`config.mk`:
```
export PLATFORM = sky130hd
export DESIGN_NAME = iterative_divider_flat
export DESIGN_NICKNAME = d
export VERILOG_FILES = /design/src/rtl/iterative_divider_if.sv /design/src/rtl/iterative_divider.sv /design/src/flat_wrapper.sv
export SDC_FILE = /design/constraint.sdc
export NUM_CORES = 1
export LEC_CHECK = 0
export CAP_MARGIN = 10
export CORE_ASPECT_RATIO = 0.6
export CORE_MARGIN = 4
export CORE_UTILIZATION = 50
export DETAILED_ROUTE_END_ITERATION = 16
export PLACE_DENSITY_LB_ADDON = 0.1
export SKIP_LAST_GASP = 1
export SLEW_MARGIN = 20
export SYNTH_ARGS = -nofsm -noshare
export SYNTH_HDL_FRONTEND = slang
export SYNTH_SLANG_ARGS = --single-unit
export TNS_END_PERCENT = 5
```
`constraint.sdc`:
```
create_clock -name clk -period 2.7 [get_ports clk]
set_input_delay 0.27 -clock clk [delete_from_list [all_inputs] [get_ports clk]]
set_output_delay 0.27 -clock clk [all_outputs]
set_load 0.005 [all_outputs]
```
`src/rtl/iterative_divider_if.sv`:
```
// Request/result bundle between the control unit and the iterative divider.
// The control unit (master) presents operands and start; the divider (slave)
// returns busy, the done pulse and the registered results.
interface iterative_divider_if #(
  parameter int width = 32
);
  logic             start;
  logic [width-1:0] dividend;
  logic [width-1:0] divisor;
  logic             busy;
  logic             done;
  logic [width-1:0] quotient;
  logic [width-1:0] remainder;
  logic             div_by_zero;

  modport master (
    output start, dividend, divisor,
    input  busy, done, quotient, remainder, div_by_zero
  );

  modport slave (
    input  start, dividend, divisor,
    output busy, done, quotient, remainder, div_by_zero
  );
endinterface

```
`src/rtl/iterative_divider.sv`:
```
// Radix-2 restoring shift-subtract unsigned divider, one quotient bit per
// clock. An accepted request runs for width RUN edges and reports the result
// through a one-cycle done pulse; a zero divisor short-cuts straight to DONE
// with quotient all ones and remainder equal to the dividend. All outputs
// come straight from flops.
module iterative_divider #(
  parameter int width = 32
) (
  input logic               clk,
  input logic               rst_n,
  iterative_divider_if.slave div_if
);

  typedef enum logic [1:0] {
    S_IDLE = 2'd0,
    S_RUN  = 2'd1,
    S_DONE = 2'd2
  } state_e;

  // Step counter runs 0..width-1; one extra bit keeps width a power of two safe.
  localparam int              CW       = $clog2(width) + 1;
  localparam logic [CW-1:0]   LAST_CNT = CW'(width - 1);

  state_e           state_q, state_d;
  logic [CW-1:0]    count_q, count_d;
  logic [width-1:0] prem_q, prem_d;      // partial remainder R
  logic [width-1:0] pquo_q, pquo_d;      // dividend shifting out / quotient shifting in
  logic [width-1:0] dvsr_q, dvsr_d;      // divisor latched at accept
  logic [width-1:0] quotient_q, quotient_d;
  logic [width-1:0] remainder_q, remainder_d;
  logic             dbz_q, dbz_d;
  logic             busy_q, busy_d;
  logic             done_q, done_d;

  logic [width:0]   trial_s;             // {R, next dividend bit}, width+1 bits
  logic [width:0]   diff_s;              // trial minus divisor, width+1 bits
  logic             fits_s;              // trial >= divisor
  logic [width-1:0] prem_step_s;
  logic [width-1:0] pquo_step_s;
  logic             accept_s;

  // One restoring step. R < divisor holds on entry, so trial < 2*divisor and a
  // non-negative difference never reaches bit width; the top bit of the
  // width+1 difference is therefore exactly the borrow, i.e. trial < divisor.
  always_comb begin
    trial_s     = {prem_q, pquo_q[width-1]};
    diff_s      = trial_s - {1'b0, dvsr_q};
    fits_s      = ~diff_s[width];
    prem_step_s = fits_s ? diff_s[width-1:0] : trial_s[width-1:0];
    pquo_step_s = {pquo_q[width-2:0], fits_s};
  end

  // A request is taken only when no division is in progress.
  always_comb begin
    accept_s = div_if.start && (state_q != S_RUN);
  end

  // Next-state, datapath load and result capture for the IDLE/RUN/DONE sequence.
  always_comb begin
    state_d     = state_q;
    count_d     = count_q;
    prem_d      = prem_q;
    pquo_d      = pquo_q;
    dvsr_d      = dvsr_q;
    quotient_d  = quotient_q;
    remainder_d = remainder_q;
    dbz_d       = dbz_q;

    case (state_q)
      S_IDLE, S_DONE: begin
        if (accept_s) begin
          if (div_if.divisor == {width{1'b0}}) begin
            // Divide by zero resolves at the accept edge without iterating.
            state_d     = S_DONE;
            quotient_d  = {width{1'b1}};
            remainder_d = div_if.dividend;
            dbz_d       = 1'b1;
          end else begin
            state_d = S_RUN;
            count_d = {CW{1'b0}};
            prem_d  = {width{1'b0}};
            pquo_d  = div_if.dividend;
            dvsr_d  = div_if.divisor;
          end
        end else if (state_q == S_DONE) begin
          // The result pulse lasts one cycle only.
          state_d = S_IDLE;
        end else begin
          state_d = S_IDLE;
        end
      end

      S_RUN: begin
        prem_d  = prem_step_s;
        pquo_d  = pquo_step_s;
        count_d = count_q + CW'(1);
        if (count_q == LAST_CNT) begin
          // Final bit: publish the result together with the done pulse.
          state_d     = S_DONE;
          quotient_d  = pquo_step_s;
          remainder_d = prem_step_s;
          dbz_d       = 1'b0;
        end else begin
          state_d = S_RUN;
        end
      end

      default: begin
        state_d = S_IDLE;
      end
    endcase

    busy_d = (state_d == S_RUN);
    done_d = (state_d == S_DONE);
  end

  // State, datapath and output registers; reset discards any in-flight division.
  always_ff @(posedge clk or negedge rst_n) begin
    if (!rst_n) begin
      state_q     <= S_IDLE;
      count_q     <= {CW{1'b0}};
      prem_q      <= {width{1'b0}};
      pquo_q      <= {width{1'b0}};
      dvsr_q      <= {width{1'b0}};
      quotient_q  <= {width{1'b0}};
      remainder_q <= {width{1'b0}};
      dbz_q       <= 1'b0;
      busy_q      <= 1'b0;
      done_q      <= 1'b0;
    end else begin
      state_q     <= state_d;
      count_q     <= count_d;
      prem_q      <= prem_d;
      pquo_q      <= pquo_d;
      dvsr_q      <= dvsr_d;
      quotient_q  <= quotient_d;
      remainder_q <= remainder_d;
      dbz_q       <= dbz_d;
      busy_q      <= busy_d;
      done_q      <= done_d;
    end
  end

  assign div_if.busy        = busy_q;
  assign div_if.done        = done_q;
  assign div_if.quotient    = quotient_q;
  assign div_if.remainder   = remainder_q;
  assign div_if.div_by_zero = dbz_q;

endmodule

```
`src/flat_wrapper.sv`:
```
// flat-port wrapper written by rule: the top's interface ports become plain ports
module iterative_divider_flat 
#(
  parameter int width = 32
)
  (clk, rst_n, div_if_start, div_if_dividend, div_if_divisor, div_if_busy, div_if_done, div_if_quotient, div_if_remainder, div_if_div_by_zero);
  iterative_divider_if #(.width(width)) div_if_i ();
  input logic clk;
  input logic rst_n;
  input wire logic [$bits(div_if_i.start)-1:0] div_if_start;
  input wire logic [$bits(div_if_i.dividend)-1:0] div_if_dividend;
  input wire logic [$bits(div_if_i.divisor)-1:0] div_if_divisor;
  output wire logic [$bits(div_if_i.busy)-1:0] div_if_busy;
  output wire logic [$bits(div_if_i.done)-1:0] div_if_done;
  output wire logic [$bits(div_if_i.quotient)-1:0] div_if_quotient;
  output wire logic [$bits(div_if_i.remainder)-1:0] div_if_remainder;
  output wire logic [$bits(div_if_i.div_by_zero)-1:0] div_if_div_by_zero;
  assign div_if_i.start = div_if_start;
  assign div_if_i.dividend = div_if_dividend;
  assign div_if_i.divisor = div_if_divisor;
  assign div_if_busy = div_if_i.busy;
  assign div_if_done = div_if_i.done;
  assign div_if_quotient = div_if_i.quotient;
  assign div_if_remainder = div_if_i.remainder;
  assign div_if_div_by_zero = div_if_i.div_by_zero;
  iterative_divider #(.width(width)) u_core (.clk(clk), .rst_n(rst_n), .div_if(div_if_i));
endmodule
```
# Word-level counts from Yosys, hierarchy flattened
# Index checks and enable logic that the tools add are counted.
[word_totals]
reg_bits = 171
input_bits = 67
out_inout_bits = 67
elab_cells = 58
[op_classes]
addsub = 2
eq_ne = 10
n_mux = 26
bitwise = 2
reduce_logical = 8
[op_table]
columns = ["operator", "n"]
rows = [
  ["$mux 32", 11],
  ["$pmux 32 s2", 4],
  ["$sub 33x32->33", 1],
  ["$logic_not 32->1", 1],
  ["$mux 6", 2],
  ["$pmux 6 s2", 1],
  ["$ne 2x1->1 const B", 4],
  ["$add 6x1->6 const B", 1],
  ["$eq 6x5->1 const B", 1],
  ["$mux 2", 3],
  ["$reduce_and 3->1", 2],
  ["$eq 2x1->1 const B", 2],
  ["$eq 2x2->1 const B", 2],
  ["$pmux 2 s2", 1],
  ["$reduce_and 4->1", 1],
  ["$mux 1", 3],
  ["$logic_not 2->1", 1],
  ["$ne 2x2->1 const B", 1],
  ["$not 1->1", 2],
  ["$pmux 1 s2", 1],
  ["$reduce_bool 2->1", 1],
  ["$reduce_or 2->1", 1],
  ["$logic_and 1x1->1", 1],
]

# Longest topological paths before layout
# Gate-level depths: netlist of the first run.
[depth]
ltp_word = 5
ltp_mapped = 13

# Least setup slack after synthesis of the first run
# No wires, ideal clock.
[synth_path]
path_type = "reg-to-reg"
start = "reg u_core.pquo_q[31]"
end = "reg u_core.remainder_q[13] (netlist: u_core.div_if.remainder[13])"
t_arrival_ns = 2.805
slack_ns = -0.239
path_stages_with_launch = 14
n_path_buf = 1
period_less_slack_ns = 2.939
cell_sequence = "dfrtp_1 inv_1 ha_1 inv_1 fa_1 a211oi_1 o211ai_1 nand4bb_1 a21oi_2 o32ai_4 xnor2_4 buf_6 mux2i_1 o22ai_1"
[synth_via]
elab_chain_len = 4
[synth_rtl]
columns = ["element", "line", "text"]
rows = [
  ["start, declared", "iterative_divider.sv:27", "logic [width-1:0] pquo_q, pquo_d;"],
  ["start signal, assigned", "iterative_divider.sv:123", "pquo_q <= {width{1'b0}};"],
  ["start signal, assigned", "iterative_divider.sv:134", "pquo_q <= pquo_d;"],
  ["$sub 33x32->33", "iterative_divider.sv:47", "diff_s = trial_s - {1'b0, dvsr_q};"],
  ["$mux 32", "iterative_divider.sv:49", "prem_step_s = fits_s ? diff_s[width-1:0] : trial_s[width-1:0];"],
  ["$mux 32", "iterative_divider.sv:97", "if (count_q == LAST_CNT) begin"],
  ["$pmux 32 s2", "iterative_divider.sv:69", "case (state_q)"],
  ["end signal, assigned", "iterative_divider.sv:126", "remainder_q <= {width{1'b0}};"],
  ["end signal, assigned", "iterative_divider.sv:137", "remainder_q <= remainder_d;"],
  ["end, declared", "iterative_divider.sv:30", "logic [width-1:0] remainder_q, remainder_d;"],
]
# No other way between the ends. The select of a mux whose other input is x is not followed.
# A chain may end at the register's enable or synchronous reset.

# Final worst setup path of the first run
[layout_path]
start = "reg u_core.pquo_q[31]"
end = "reg u_core.prem_q[30]"
[layout_via]
elab_chain_len = 3
[layout_rtl]
columns = ["element", "line", "text"]
rows = [
  ["$sub 33x32->33", "iterative_divider.sv:47", ""],
  ["$mux 32", "iterative_divider.sv:49", ""],
  ["$pmux 32 s2", "iterative_divider.sv:69", ""],
  ["end signal, assigned", "iterative_divider.sv:122", "prem_q <= {width{1'b0}};"],
  ["end signal, assigned", "iterative_divider.sv:133", "prem_q <= prem_d;"],
  ["end, declared", "iterative_divider.sv:26", "logic [width-1:0] prem_q, prem_d;"],
]
# No other way between the ends.

==> metrics.log, run 1 <==
INFO  metric timing.critical_path.cells = inv_2, ha_4, inv_2, fa_2, a211oi_4, o211ai_1, nand4bb_1, a21oi_2, o32ai_4, buf_4, xnor2_4, buf_4, a32oi_1, o21ai_1
INFO  metric power.sequential.fraction = 0.240
INFO  metric detailedRoute.firstPassIterationCount = 5
INFO  metric power_report.internal_total = 11.5 mW
INFO  metric utilization = 0.701
INFO  metric synth_top_area_frac = 0.456
INFO  metric final_antenna_net_count = 0
INFO  metric timing_max_transition_violations_final = 0
INFO  metric cts.path.max_buffers = 2
INFO  metric grt_antenna_before_repair = 0
INFO  metric clock_latency = 0.44 ns
INFO  metric dp_hpwl = 20900 um
INFO  metric effective_utilization_at_floorplan = 0.514
INFO  metric grt_pass1_vias = 8222
INFO  metric timing.fmax = 345 MHz
INFO  metric ios = 134
INFO  metric post_synth.cell_area_avg = 9.79 sq um
INFO  metric crit_arrival = 3.21 ns
INFO  metric pwr_density_cell = 1510 mW/mm^2
INFO  metric p_sw_frac = 0.404
INFO  metric failed_checks = setup timing
INFO  metric combinational_fraction_of_design_power = 0.632
INFO  metric wl_per_cell = 19.1 um
INFO  metric fp.dieArea = 0.0211 sq mm
INFO  metric die_width = 185 um
INFO  metric report.final.setup_viol = 66
INFO  metric timing.slew.headroom = 0.541
INFO  metric via_total_after_detailed_routing = 8292
INFO  metric regToRegSetupSlack = -0.20 ns
INFO  metric drv_cap = 0
INFO  metric fin_nets = 1303
INFO  metric p_switching = 7.78 mW
INFO  metric setup.worst_path.class = reg -> reg
INFO  metric detailedRoute.firstIterationViolations = 688
INFO  metric crit_required = 3.01 ns
INFO  metric crit_path_start_kind = flop
INFO  metric final_cell_mix = sky130_fd_sc_hd__dfrtp_1 (171), sky130_fd_sc_hd__buf_4 (141), sky130_fd_sc_hd__clkdlybuf4s50_1 (132)
INFO  metric number_of_buffers_created_by_cts = 17
INFO  metric totalWireLength = 27800 um
INFO  metric synth_fp_nets = 1059
INFO  metric cell_class_contributing_the_biggest_share_of_worst_path_delay = compound AO/OA/AOI/OAI gates
INFO  metric timing_hold_violations_final = 0
INFO  metric critical_path.slowest_cell = sky130_fd_sc_hd__dfrtp_1
INFO  metric floorplan.core_area = 0.0183 sq mm
INFO  metric synth.cell_area = 0.00938 sq mm
INFO  metric chipHeight = 114 um
INFO  metric grt_max_degree = 69
INFO  metric floorplan.rows = 38
INFO  metric route.detailed.vias_per_inst = 5.70
INFO  metric min_path_type = in -> async
INFO  metric drive_above_1_share = 0.209
INFO  metric final.setup.worst_slack = -0.199 ns
INFO  metric timing.critical_path.slowest_cell_delay = 0.39 ns
INFO  metric async_flop_share = 1.00
INFO  metric design_power_total = 19.3 mW
INFO  metric cp-end-kind = flop
INFO  metric preCtsSetupSlack = -0.360 ns
INFO  metric clock_share_of_power = 0.128
INFO  metric synth.area.top_cells = sky130_fd_sc_hd__dfrtp_1 (46%), sky130_fd_sc_hd__mux2i_1 (6.3%), sky130_fd_sc_hd__ha_1 (4.4%)
INFO  metric num_antenna_cells = 0
INFO  metric cts_sink_count = 171
INFO  metric total_leakage_power = 5.96 nW
INFO  metric layout.cells.most_common = sky130_fd_sc_hd__dfrtp_1
INFO  metric synth_largest_area_cell = sky130_fd_sc_hd__dfrtp_1
INFO  metric synth_cell_type_count = 62
INFO  metric peakVddDrop = 1.12 mV
INFO  metric outcome = complete, but fails checks
INFO  metric residual_drc_count = 0
INFO  metric ys.warnings.count = 0
INFO  metric post-route-min-period = 2.90 ns
INFO  metric clk_pin_slew_worst_paths = 0.06 ns
INFO  metric syn_inst = 958
INFO  metric tritoncts = yes
INFO  metric cts_root_buf = sky130_fd_sc_hd__clkbuf_16
INFO  metric critPathBufInv = 4
INFO  metric area_growth = 36.5%
INFO  metric number_of_synthesized_flops_with_an_enable_pin = 0
INFO  metric h_tree_levels = 4
INFO  metric wire_length_of_the_first_global_routing_pass = 44600 um
INFO  metric skew = 0.0101 ns
INFO  metric overall_routing_resource_usage = 0.268
INFO  metric ys_ff_latch = 171
INFO  metric worst_slew_pin_slew = 0.688 ns
INFO  metric dominant_register_cell_in_the_synthesized_netlist = sky130_fd_sc_hd__dfrtp_1
INFO  metric gp_congestion = 0.955
INFO  metric seq_area_frac_synth = 0.456
INFO  metric timing.critical_path.fanout_max = 8
INFO  metric period_share = 1.07
INFO  metric rsz0062_at_grt = true
INFO  metric io_buffers = 133
INFO  metric overall_overflow_remaining_after_global_route = 0
[timing repair]
action / CTS / global route
endpoints found under the setup margin: 66 / 66
hold buffers: 1 / 0
pin swaps: 1 / 1
gates resized for setup: 20 / 6
cloned: 1 / 0
buffers inserted: 5 / 1
endpoints found under the hold margin: 60 / 0
[cells in the mapped netlist, types with 5 or more instances]
library cell,number
sky130_fd_sc_hd__dfrtp_1,171
sky130_fd_sc_hd__mux2i_1,59
sky130_fd_sc_hd__o21ai_1,34
sky130_fd_sc_hd__mux2_2,33
sky130_fd_sc_hd__nand3_1,31
sky130_fd_sc_hd__and3_1,15
sky130_fd_sc_hd__o211ai_1,7
sky130_fd_sc_hd__o22a_1,31
sky130_fd_sc_hd__nor4_1,11
sky130_fd_sc_hd__o21bai_1,6
sky130_fd_sc_hd__o22ai_1,11
sky130_fd_sc_hd__and2_1,5
sky130_fd_sc_hd__a31oi_1,11
sky130_fd_sc_hd__buf_2,7
sky130_fd_sc_hd__a211oi_1,6
sky130_fd_sc_hd__xnor2_1,15
sky130_fd_sc_hd__nand2b_1,8
sky130_fd_sc_hd__nand4_1,9
sky130_fd_sc_hd__xor2_1,9
sky130_fd_sc_hd__clkbuf_1,48
sky130_fd_sc_hd__o21ai_0,64
sky130_fd_sc_hd__nand2_1,83
sky130_fd_sc_hd__or3_1,11
sky130_fd_sc_hd__nor3_1,10
sky130_fd_sc_hd__a21o_1,17
sky130_fd_sc_hd__o31ai_1,6
sky130_fd_sc_hd__nor2_1,35
sky130_fd_sc_hd__ha_1,33
sky130_fd_sc_hd__inv_1,45
sky130_fd_sc_hd__a21oi_1,70
[area by class of cell]
| cell class | count | area (sq um) |
|---|---|---|
| fillers | 1464 | 5460 |
| inverters | 45 | 169 |
| well taps | 240 | 300 |
| flip-flops and latches | 171 | 4280 |
| multi-input cells | 679 | 4810 |
| clock buffers | 22 | 464 |
| clock inverters | 10 | 115 |
| repair buffers | 288 | 2660 |
[metal layers]
metal  vias to the layer above  global-route usage  wire length (um)
met5                         -                   0                 0
met4                         0              0.0513               293
met3                        25              0.0638              1850
met2                       269               0.397             12100
met1                      4023               0.406             13600
li1                       3975                   -                 -
[power groups by stage]
stage	Combinational, mW	Sequential, mW	Clock, mW
final	12.2	4.63	2.46
after global routing	13.3	4.76	2.60
after CTS	11.9	4.61	2.50
after detailed placement	11.2	4.63	0
after global placement	11.1	4.62	0
after floorplan	6.39	4.45	0
[path summary, 6_finish.rpt]
path,from,endpoint,cells after the start
min in group clk,div_if_divisor[23],u_core.dvsr_q[23],2
max reg2reg,u_core.pquo_q[31],u_core.prem_q[30],14
max,u_core.pquo_q[31],u_core.prem_q[30],14
min reg2reg,u_core.div_if.quotient[30],u_core.div_if.quotient[30],1
min,rst_n,u_core.dvsr_q[24],2
max in group asynchronous,rst_n,u_core.prem_q[11],3
[flip-flops by register name, indices dropped and copies added, names as in the netlist]
signal / cells
u_core.count_q: 6
u_core.dvsr_q: 32
u_core.div_if.busy: 1
u_core.pquo_q: 32
u_core.div_if.div_by_zero: 1
u_core.div_if.remainder: 32
u_core.div_if.done: 1
u_core.state_q: 2
u_core.prem_q: 32
u_core.div_if.quotient: 32
[kinds of logic after synthesis]
group,after synthesis,share of synthesized area
AOI/OAI and AO/OA,294,0.199
adders and majority gates,34,0.0462
buffers and inverters,108,0.0474
and+or+nand+nor,233,0.122
xor gates and xnor gates,26,0.0271
DFF,171,0.456
muxes,92,0.103
[worst register-to-register path, delay by kind of cell (launching register included)]
family	cells	cell delay, ns
AOI/OAI and AO/OA	6	1.10
xor gates and xnor gates	1	0.13
adders and majority gates	2	0.50
buffers and inverters	4	0.52
DFF	1	0.39
and+or+nand+nor	1	0.15
[per-stage QoR]
step / hold slack, ns / TNS, ns / cell area [sq um] / instances
after floorplan: -0.0256 / -3.64 / 9380 / 958
after global placement: 0.317 / -14.23 / 12000 / 1415
after detailed placement: 0.324 / -18.23 / 12000 / 1415
after CTS: 0.432 / -7.93 / 12800 / 1454
after global routing: 0.453 / -17.43 / 12800 / 1455
final: 0.405 / -9.22 / 12800 / 1455
Note: power is estimated with default switching activity, not from simulation.
==> run 2, diff against run 1 <==
--- a/config.mk
+++ b/config.mk
@@ -6,10 +6,13 @@
 export NUM_CORES = 1
 export LEC_CHECK = 0
 export CAP_MARGIN = 10
+export CELL_PAD_IN_SITES_DETAIL_PLACEMENT = 1
+export CELL_PAD_IN_SITES_GLOBAL_PLACEMENT = 2
 export CORE_ASPECT_RATIO = 0.6
 export CORE_MARGIN = 4
-export CORE_UTILIZATION = 50
+export CORE_UTILIZATION = 31
 export DETAILED_ROUTE_END_ITERATION = 16
+export MAX_ROUTING_LAYER = met4
 export PLACE_DENSITY_LB_ADDON = 0.1
 export SKIP_LAST_GASP = 1
 export SLEW_MARGIN = 20
==> metrics.log, run 2 (synthesized netlist as in run 1, its figures left out) <==
INFO  metric timing.slew.headroom = 0.520
INFO  metric num_antenna_cells = 0
INFO  metric fin_nets = 1331
INFO  metric cp-end-kind = flop
INFO  metric timing_hold_violations_final = 0
INFO  metric rsz0062_at_grt = true
INFO  metric final.setup.worst_slack = -0.441 ns
INFO  metric cts.path.max_buffers = 2
INFO  metric io_buffers = 133
INFO  metric wl_per_cell = 20.5 um
INFO  metric cell_class_contributing_the_biggest_share_of_worst_path_delay = compound AO/OA/AOI/OAI gates
INFO  metric cts_root_buf = sky130_fd_sc_hd__clkbuf_16
INFO  metric floorplan.core_area = 0.0292 sq mm
INFO  metric area_growth = 40.4%
INFO  metric post-route-min-period = 3.14 ns
INFO  metric effective_utilization_at_floorplan = 0.321
INFO  metric drv_cap = 0
INFO  metric final_antenna_net_count = 0
INFO  metric floorplan.rows = 48
INFO  metric regToRegSetupSlack = -0.44 ns
INFO  metric min_path_type = in -> async
INFO  metric fp.dieArea = 0.0332 sq mm
INFO  metric peakVddDrop = 0.674 mV
INFO  metric crit_path_start_kind = flop
INFO  metric skew = 0.00908 ns
INFO  metric fillCellCount = 3362
INFO  metric timing.critical_path.cells = inv_1, ha_1, o211ai_1, o21ai_0, buf_4, a41o_1, a21oi_1, buf_4, o21ai_0, xor2_1, mux2i_1, a21oi_1
INFO  metric wl_met2 = 14800 um
INFO  metric gp_congestion = 0.898
INFO  metric period_share = 1.16
INFO  metric critical_path_depth = 12
INFO  metric detailedRoute.firstPassIterationCount = 5
INFO  metric detailedRoute.firstIterationViolations = 459
INFO  metric route.detailed.vias_per_inst = 5.12
INFO  metric overall_routing_resource_usage = 0.211
INFO  metric via_total_after_detailed_routing = 8404
INFO  metric cts_sink_count = 171
INFO  metric grt_antenna_before_repair = 0
INFO  metric number_of_buffers_created_by_cts = 17
INFO  metric chipHeight = 143 um
INFO  metric ios = 134
INFO  metric clk_pin_slew_worst_paths = 0.07 ns
INFO  metric crit_arrival = 3.47 ns
INFO  metric drive_above_1_share = 0.228
INFO  metric final_cell_mix = sky130_fd_sc_hd__dfrtp_1 (171), sky130_fd_sc_hd__buf_4 (167), sky130_fd_sc_hd__clkdlybuf4s50_1 (132)
INFO  metric totalWireLength = 33700 um
INFO  metric layout.cells.most_common = sky130_fd_sc_hd__dfrtp_1
INFO  metric routed_wl_met3 = 1090 um
INFO  metric critPathBufInv = 3
INFO  metric preCtsSetupSlack = -0.430 ns
INFO  metric timing_max_transition_violations_final = 0
INFO  metric critical_path.slowest_cell = sky130_fd_sc_hd__o21ai_0
INFO  metric failed_checks = setup timing
INFO  metric total_leakage_power = 6.08 nW
INFO  metric residual_drc_count = 0
INFO  metric wire_length_of_the_first_global_routing_pass = 52600 um
INFO  metric die_width = 233 um
INFO  metric timing.fmax = 318 MHz
INFO  metric timing.critical_path.fanout_max = 4
INFO  metric rr_worst_depth = 12
INFO  metric utilization = 0.450
INFO  metric pwr_density_cell = 1510 mW/mm^2
INFO  metric grt_max_degree = 65
INFO  metric met1_length = 17400 um
INFO  metric crit_required = 3.03 ns
INFO  metric worst_slew_pin_slew = 0.720 ns
INFO  metric dr.max_layer_used = met4
INFO  metric finalSetupTns = -23.70 ns
INFO  metric setup.worst_path.class = reg -> reg
INFO  metric dp_hpwl = 25500 um
INFO  metric report.final.setup_viol = 66
INFO  metric overall_overflow_remaining_after_global_route = 0
INFO  metric grt_pass1_vias = 9001
INFO  metric timing.critical_path.slowest_cell_delay = 0.52 ns
INFO  metric outcome = complete, but fails checks
INFO  metric h_tree_levels = 4
INFO  metric tritoncts = yes
INFO  metric clock_latency = 0.45 ns
run 2: cell count changes in the layout (fill, tap and decap cells not counted), sizes merged:
cell / delta
inv: +1
clkinv: +1
buf: +26
bufinv: -1
clkinvlp: +1
run 2: cell type report:
cell class / count / area [sq um] / share of cell area
clock inverters: 12 / 114 / 0.00865
multi-input cells: 679 / 4760 / 0.362
well taps: 400 / 500 / 0.0380
repair buffers: 316 / 2880 / 0.219
flip-flops and latches: 171 / 4280 / 0.325
clock buffers: 20 / 457 / 0.0347
inverters: 45 / 169 / 0.0128
run 2: final timing paths:
check / startpoint / endpoint
min reg2reg: u_core.div_if.quotient[9] / u_core.div_if.quotient[9]
min: rst_n / u_core.dvsr_q[27]
max: u_core.dvsr_q[3] / u_core.div_if.remainder[28]
min in group clk: div_if_divisor[24] / u_core.dvsr_q[24]
max in group asynchronous: rst_n / u_core.prem_q[8]
max reg2reg: u_core.dvsr_q[3] / u_core.div_if.remainder[28]
run 2: power by group:
group	total [mW]	switching (mW)	internal [mW]
logic	12.7	6.18	6.55
clock network	2.47	1.14	1.33
registers	4.65	0.892	3.76
run 2: timing repair:
item / 4_1_cts / 5_1_grt
gates cloned: 0 / 2
pin swaps: 1 / 1
endpoints found under the hold margin: 51 / 0
buffers inserted: 1 / 5
setup endpoints to repair: 66 / 66
resized for setup: 8 / 11
hold buffers: 1 / 0
run 2: worst reg2reg max path: cells and delay by family, from the launching register on:
family | cells | cell delay (ns)
flops | 1 | 0.38
compound gates | 6 | 1.49
fa+ha+maj | 1 | 0.32
xor+xnor | 1 | 0.19
buf+inv | 3 | 0.41
mux | 1 | 0.24
run 2: metal layers:
layer / global-route usage / up-vias
li1: - / 4026
met1: 0.306 / 4217
met2: 0.315 / 141
met3: 0.0285 / 20
met4: 0.0468 / 0
met5: - / -
run 2: metrics by stage:
step	area (sq um)	std cells	hold WS [ns]	power, mW
3_3_place_gp	12400	1602	0.277	16.5
4_1_cts	13000	1636	0.360	19.4
6_report	13200	1643	0.334	19.9
5_1_grt	13200	1643	0.395	21.4
3_5_place_dp	12400	1602	0.274	16.7
2_1_floorplan	9380	958	-0.0256	10.8
